$ cat config.mk
export PLATFORM = sky130hd
export DESIGN_NAME = mcac_tdm_tx
export DESIGN_NICKNAME = d
export VERILOG_FILES = /design/src/rtl/mcac_pkg.sv /design/src/rtl/mcac_tdm_frame_buf.sv /design/src/rtl/mcac_tdm_tx.sv
export SDC_FILE = /design/constraint.sdc
export NUM_CORES = 1
export LEC_CHECK = 0
export BUFFER_PORTS_ARGS = -buffer_cell sky130_fd_sc_hd__buf_2
export CAP_MARGIN = 5
export CORE_UTILIZATION = 50
export CTS_BUF_LIST = sky130_fd_sc_hd__clkbuf_4 sky130_fd_sc_hd__clkbuf_8
export DETAILED_ROUTE_END_ITERATION = 7
export GPL_TIMING_DRIVEN = 1
export PLACE_DENSITY = 0.66
export SLEW_MARGIN = 20
export SYNTH_ARGS = -nofsm -noshare
export SYNTH_HDL_FRONTEND = slang
export SYNTH_HIERARCHICAL = 1
export SYNTH_SLANG_ARGS = --single-unit
$ cat constraint.sdc
create_clock -name clk_i -period 5.3 [get_ports clk_i]
set_clock_uncertainty 0.2 [all_clocks]
set_input_delay 0.795 -clock clk_i [delete_from_list [all_inputs] [get_ports clk_i]]
set_output_delay 0.795 -clock clk_i [all_outputs]
set_load 0.03 [all_outputs]
$ cat src/rtl/mcac_pkg.sv
// Shared constants and types for the MCAC TDM transmit path.
package mcac_pkg;

    localparam int unsigned NUM_CH = 32;
    localparam int unsigned SLOT_W = 8;
    localparam logic [SLOT_W-1:0] IDLE_CODE = 8'hFF;

    typedef enum logic {IDLE, SEND} tdm_tx_state_t;

    typedef logic [SLOT_W-1:0] pcm_word_t;

endpackage

$ cat src/rtl/mcac_tdm_frame_buf.sv
// Two-bank PCM frame buffer: the core fills one bank while the other is serialized.
// The read port looks at the bank that will be transmitting after the current edge.
module mcac_tdm_frame_buf #(
    parameter int unsigned NUM_CH = 32,
    parameter int unsigned SLOT_W = 8,
    parameter logic [SLOT_W-1:0] IDLE_CODE = 8'hFF
) (
    input  logic                      clk_i,
    input  logic                      rst_ni,
    input  logic                      swap_i,
    input  logic                      wr_en_i,
    input  logic [$clog2(NUM_CH)-1:0] wr_ch_i,
    input  logic [SLOT_W-1:0]         wr_data_i,
    input  logic [$clog2(NUM_CH)-1:0] rd_ch_i,
    output logic [SLOT_W-1:0]         rd_word_o,
    output logic                      rd_valid_o
);

    logic                         bank_sel_q;
    logic [1:0][NUM_CH-1:0]       valid_q, valid_d;
    logic [SLOT_W-1:0]            mem_q [2][NUM_CH];
    logic                         wr_bank;
    logic                         rd_bank;

    // On a swap edge the old transmit bank becomes the fill bank, so writes follow it.
    assign wr_bank = swap_i ? bank_sel_q : ~bank_sel_q;
    assign rd_bank = swap_i ? ~bank_sel_q : bank_sel_q;

    always_comb begin
        valid_d = valid_q;
        if (swap_i) begin
            valid_d[bank_sel_q] = '0;
        end
        if (wr_en_i) begin
            valid_d[wr_bank][wr_ch_i] = 1'b1;
        end
    end

    always_ff @(posedge clk_i or negedge rst_ni) begin
        if (!rst_ni) begin
            bank_sel_q <= 1'b0;
            valid_q    <= '0;
        end else begin
            valid_q <= valid_d;
            if (swap_i) begin
                bank_sel_q <= ~bank_sel_q;
            end
        end
    end

    always_ff @(posedge clk_i) begin
        if (wr_en_i) begin
            mem_q[wr_bank][wr_ch_i] <= wr_data_i;
        end
    end

    assign rd_valid_o = valid_q[rd_bank][rd_ch_i];
    assign rd_word_o  = rd_valid_o ? mem_q[rd_bank][rd_ch_i] : IDLE_CODE;

endmodule

$ cat src/rtl/mcac_tdm_tx.sv
// Serial TDM transmitter: shifts one PCM word per slot MSB-first, aligned to frame sync.
// Holds the slot/bit counters and registered serial outputs; storage lives in the frame buffer.
module mcac_tdm_tx #(
    parameter int unsigned NUM_CH = mcac_pkg::NUM_CH,
    parameter int unsigned SLOT_W = mcac_pkg::SLOT_W,
    parameter logic [SLOT_W-1:0] IDLE_CODE = mcac_pkg::IDLE_CODE
) (
    input  logic                      clk_i,
    input  logic                      rst_ni,
    input  logic                      bit_en_i,
    input  logic                      fs_i,
    input  logic                      wr_en_i,
    input  logic [$clog2(NUM_CH)-1:0] wr_ch_i,
    input  logic [SLOT_W-1:0]         wr_data_i,
    output logic                      tx_data_o,
    output logic                      tx_oe_o,
    output logic                      frame_start_o,
    output logic [$clog2(NUM_CH)-1:0] slot_ch_o,
    output logic                      underrun_o,
    output logic                      wr_err_o,
    output logic                      fs_err_o
);

    import mcac_pkg::*;

    localparam int unsigned ChW  = $clog2(NUM_CH);
    localparam int unsigned BitW = (SLOT_W > 1) ? $clog2(SLOT_W) : 1;
    localparam logic [ChW-1:0]  LastCh  = ChW'(NUM_CH - 1);
    localparam logic [BitW-1:0] LastBit = BitW'(SLOT_W - 1);

    tdm_tx_state_t     state_q;
    logic [ChW-1:0]    slot_ch_q;
    logic [BitW-1:0]   bit_cnt_q;
    logic              tx_data_q, tx_oe_q, frame_start_q, underrun_q, wr_err_q, fs_err_q;

    logic              frame_go;
    logic              frame_done;
    logic              wr_bad;
    logic              wr_ok;
    logic [ChW-1:0]    rd_ch;
    logic [SLOT_W-1:0] rd_word;
    logic              rd_valid;

    assign frame_go   = bit_en_i && fs_i;
    assign frame_done = (bit_cnt_q == '0) && (slot_ch_q == LastCh);

    // Out-of-range channels only exist when NUM_CH is not a power of two.
    if ((1 << ChW) > NUM_CH) begin : g_range_chk
        assign wr_bad = wr_en_i && (32'(wr_ch_i) >= NUM_CH);
    end else begin : g_no_range_chk
        assign wr_bad = 1'b0;
    end
    assign wr_ok = wr_en_i && !wr_bad;

    // Channel whose word is driven after this edge, so the read mux is ready in time.
    always_comb begin
        rd_ch = slot_ch_q;
        if (frame_go) begin
            rd_ch = '0;
        end else if ((bit_cnt_q == '0) && (slot_ch_q != LastCh)) begin
            rd_ch = slot_ch_q + 1'b1;
        end
    end

    mcac_tdm_frame_buf #(
        .NUM_CH    (NUM_CH),
        .SLOT_W    (SLOT_W),
        .IDLE_CODE (IDLE_CODE)
    ) u_frame_buf (
        .clk_i      (clk_i),
        .rst_ni     (rst_ni),
        .swap_i     (frame_go),
        .wr_en_i    (wr_ok),
        .wr_ch_i    (wr_ch_i),
        .wr_data_i  (wr_data_i),
        .rd_ch_i    (rd_ch),
        .rd_word_o  (rd_word),
        .rd_valid_o (rd_valid)
    );

    always_ff @(posedge clk_i or negedge rst_ni) begin
        if (!rst_ni) begin
            state_q       <= IDLE;
            slot_ch_q     <= '0;
            bit_cnt_q     <= '0;
            tx_data_q     <= 1'b0;
            tx_oe_q       <= 1'b0;
            frame_start_q <= 1'b0;
            underrun_q    <= 1'b0;
            wr_err_q      <= 1'b0;
            fs_err_q      <= 1'b0;
        end else begin
            frame_start_q <= 1'b0;
            underrun_q    <= 1'b0;
            fs_err_q      <= 1'b0;
            wr_err_q      <= wr_bad;
            if (frame_go) begin
                fs_err_q      <= (state_q == SEND) && !frame_done;
                state_q       <= SEND;
                slot_ch_q     <= '0;
                bit_cnt_q     <= LastBit;
                tx_data_q     <= rd_word[SLOT_W-1];
                tx_oe_q       <= 1'b1;
                frame_start_q <= 1'b1;
                underrun_q    <= !rd_valid;
            end else if (bit_en_i && (state_q == SEND)) begin
                if (bit_cnt_q != '0) begin
                    bit_cnt_q <= bit_cnt_q - 1'b1;
                    tx_data_q <= rd_word[bit_cnt_q-1'b1];
                end else if (slot_ch_q != LastCh) begin
                    slot_ch_q  <= rd_ch;
                    bit_cnt_q  <= LastBit;
                    tx_data_q  <= rd_word[SLOT_W-1];
                    underrun_q <= !rd_valid;
                end else begin
                    state_q   <= IDLE;
                    slot_ch_q <= '0;
                    tx_data_q <= 1'b0;
                    tx_oe_q   <= 1'b0;
                end
            end
        end
    end

    assign tx_data_o     = tx_data_q;
    assign tx_oe_o       = tx_oe_q;
    assign frame_start_o = frame_start_q;
    assign slot_ch_o     = slot_ch_q;
    assign underrun_o    = underrun_q;
    assign wr_err_o      = wr_err_q;
    assign fs_err_o      = fs_err_q;

endmodule

==> metrics.csv <==
metric;value;unit
hold_path.class;input port to asynchronous set/reset pin;
ant_nets;0;
setup_slack;0.507;ns
grt_overflow;0;
slew_viol_final;0;
cp.depth;16;
crit_family;simple AND/OR/NAND/NOR gates;
yosys.area.top_type;edfxtp_1;
finalNetCount;1946;
cpPeakStageDelay;0.49;ns
holdBufCountCts;0;
crit_start;slot_ch_o[0];
path_class;flop to flop;
crit_chain;ha_1, and3_1, ha_1, nor3b_4, mux2i_1, nor2_2, buf_4, nor3b_1, mux2_2, a211oi_1, a221oi_1, a211oi_4, nand3_1, mux4_2, mux2i_1, o21ai_0;
finalSetupTns;0;ns
grt_max_degree;125;
max_cap_viol_count;0;
critPathArrivalTime;5.14;ns
cts.repair.resized;0;
die_x;220;µm
cts_max_level;3;
drive_gt1_share;14.4;%
fin_crit_sh;90.4;%
cts_root_buf;clkbuf_8;
syn_area_per_cell;12.9;µm²
outcome;finished with violations;
setup_violations;0;
cpMaxStageDelayCell;mux4_2;
clk_pin_slew;0.06;ns
syn-num-nets;1859;
wl;61.4;mm
fin_area;26700;µm²
final_cell_mix;edfxtp_1, nand2_1, nand3_1;
cts_tree;built;
reg2regPathDepth;16;
clock-sinks;590;
gp_congestion;0.911;
fmax;209;MHz
power_leakage;9.98;nW
synthCells;1837;
ys_seq_area_share;72.9;%
antenna_found_initial;5;
clockBufferDepth;3;
ys_types;57;
reg2reg_from;slot_ch_o[0];
ff2ff_setup_slack;0.51;ns
dp_hpwl;37.5;mm
wl_per_cell;23.6;µm
violations;negative hold slack;
min_period;4.79;ns
rsz0062_at_grt;false;
worst_slew_pin_slew;1.13;ns
synth_ff_type;edfxtp_1;
cp_max_fo;21;
yosysWarnings;6;
synth-edff-count;512;
hold_violations;53;
syn_area;23800;µm²
first_pass_iters;6;
core.rowCount;79;
port_buffers;27;
synthArstFlopShare;13.2;%
synth-seq-cells;590;
hold_slack;-0.0494;ns
endpoint;tx_data_o;
drc_errors;0;
grt_pass1_wl;92.8;mm
vias;15343;
drtIter0Drc;1824;
crit_path_end_kind;flop;
r2r_end;tx_data_o;
first_global_vias;14784;
pre_cts_slack;0.562;ns
clk_latency;0.68;ns
post-cts-setup-buffers;0;
worstSetupStartpointType;flop;
core;46800;µm²
synth_area_leaders;edfxtp_1, dfrtp_1, nand2_1;
ios;29;
placed_area;24900;µm²
vdd_drop_max;0.286;mV
dieHeight;220;µm
synth_top_cell_area_share;64.7;%
viasPerCell;5.89;
initial_utilization;50.8;%
p_total;11.5;mW
p_per_area;430;nW/µm²
grt.total_usage;26.3;%
cts_made_buffers;90;
slew_headroom;24.6;%
area_growth;12.2;%
layout_commonest_cell;edfxtp_1;
dieArea;48400;µm²
cp.required;5.64;ns
cp_num_buf_inv;1;
worst reg2reg max path, delay by kind of cell, from the launching register on:
kind,cells,cell delay (ns)
AO/OA/AOI/OAI,4,0.95
buffers and inverters,1,0.32
AND/OR/NAND/NOR,5,1.17
flip-flops,1,0.44
adder cells (fa/ha/maj),2,0.52
multiplexers,4,1.06
where the power goes:
part / total (mW) / leakage (nW) / switching, mW / internal, mW
Combinational: 2.45 / 3.35 / 1.74 / 0.707
Clock: 3.75 / 0.970 / 1.71 / 2.04
Sequential: 5.26 / 5.65 / 0.0802 / 5.18
sequential cells by signal (all words and copies together) (netlist names):
| signal | flops |
|---|---|
| u_frame_buf/valid_q | 64 |
| frame_start_o | 1 |
| fs_err_o | 1 |
| bit_cnt_q | 3 |
| u_frame_buf/mem_q | 512 |
| tx_data_o | 1 |
| underrun_o | 1 |
| u_frame_buf/bank_sel_q | 1 |
| slot_ch_o | 5 |
| tx_oe_o | 1 |
worst min path at each step:
| stage | to | slack [ns] | cells past startpoint |
|---|---|---|---|
| after floorplan | u_frame_buf/valid_q[31] | 0.24 | 1 |
| after global placement | u_frame_buf/valid_q[24] | 0.25 | 1 |
| after detailed placement | u_frame_buf/valid_q[63] | 0.26 | 1 |
| after CTS | u_frame_buf/valid_q[1] | 0.09 | 1 |
| after global routing | u_frame_buf/valid_q[12] | 0.006 | 1 |
| final | u_frame_buf/valid_q[21] | -0.05 | 1 |
stage by stage:
stage               instances  utilization, %
floorplan                1837               -
global placement         2439            53.2
detailed placement       2439            53.2
CTS                      2601            57.0
global route             2602            57.1
finish                   2603            57.1
area by class of cell:
class,count,area (µm²)
diodes,2,5.00
clock buffers,134,1610
clock inverters,28,195
fillers,3691,20100
inverters,7,33.8
multi-input cells,1131,5980
flip-flops and latches,590,17300
well taps,607,759
repair buffers,104,769
logic make-up after synthesis:
kind of cell,Yosys count,share of synthesized area [%]
other,1,0.0158
and+or+nand+nor,917,17.3
AOI/OAI and AO/OA,164,5.15
DFF,590,72.9
xor gates and xnor gates,5,0.216
adders and majority gates,4,0.211
buffers and inverters,116,2.13
muxes,40,2.12
cells in the mapped netlist (all sizes together), types with 2 or more instances:
library cell and number:
a211oi 5, a21o 66, a221oi 2, a22o 4, a2bb2oi 2, a31oi 60, a32oi 13, and2 3
and3 2, and4 16, buf 29, clkbuf 80, dfrtp 78, edfxtp 512, ha 4, inv 7
mux2 11, mux2i 23, mux4 6, nand2 510, nand3 203, nand3b 6, nand4 64, nor2 78
nor2b 3, nor3 2, nor3b 19, o21ai 3, or3 4, or3b 2, xnor2 4
metal layers:
metal / track usage (%) / wire, µm
met5: 0 / 0
met4: 9.77 / 1760
met3: 6.02 / 5730
met2: 38.7 / 27800
met1: 38.2 / 26100
Power figures use the tool's default switching activity.
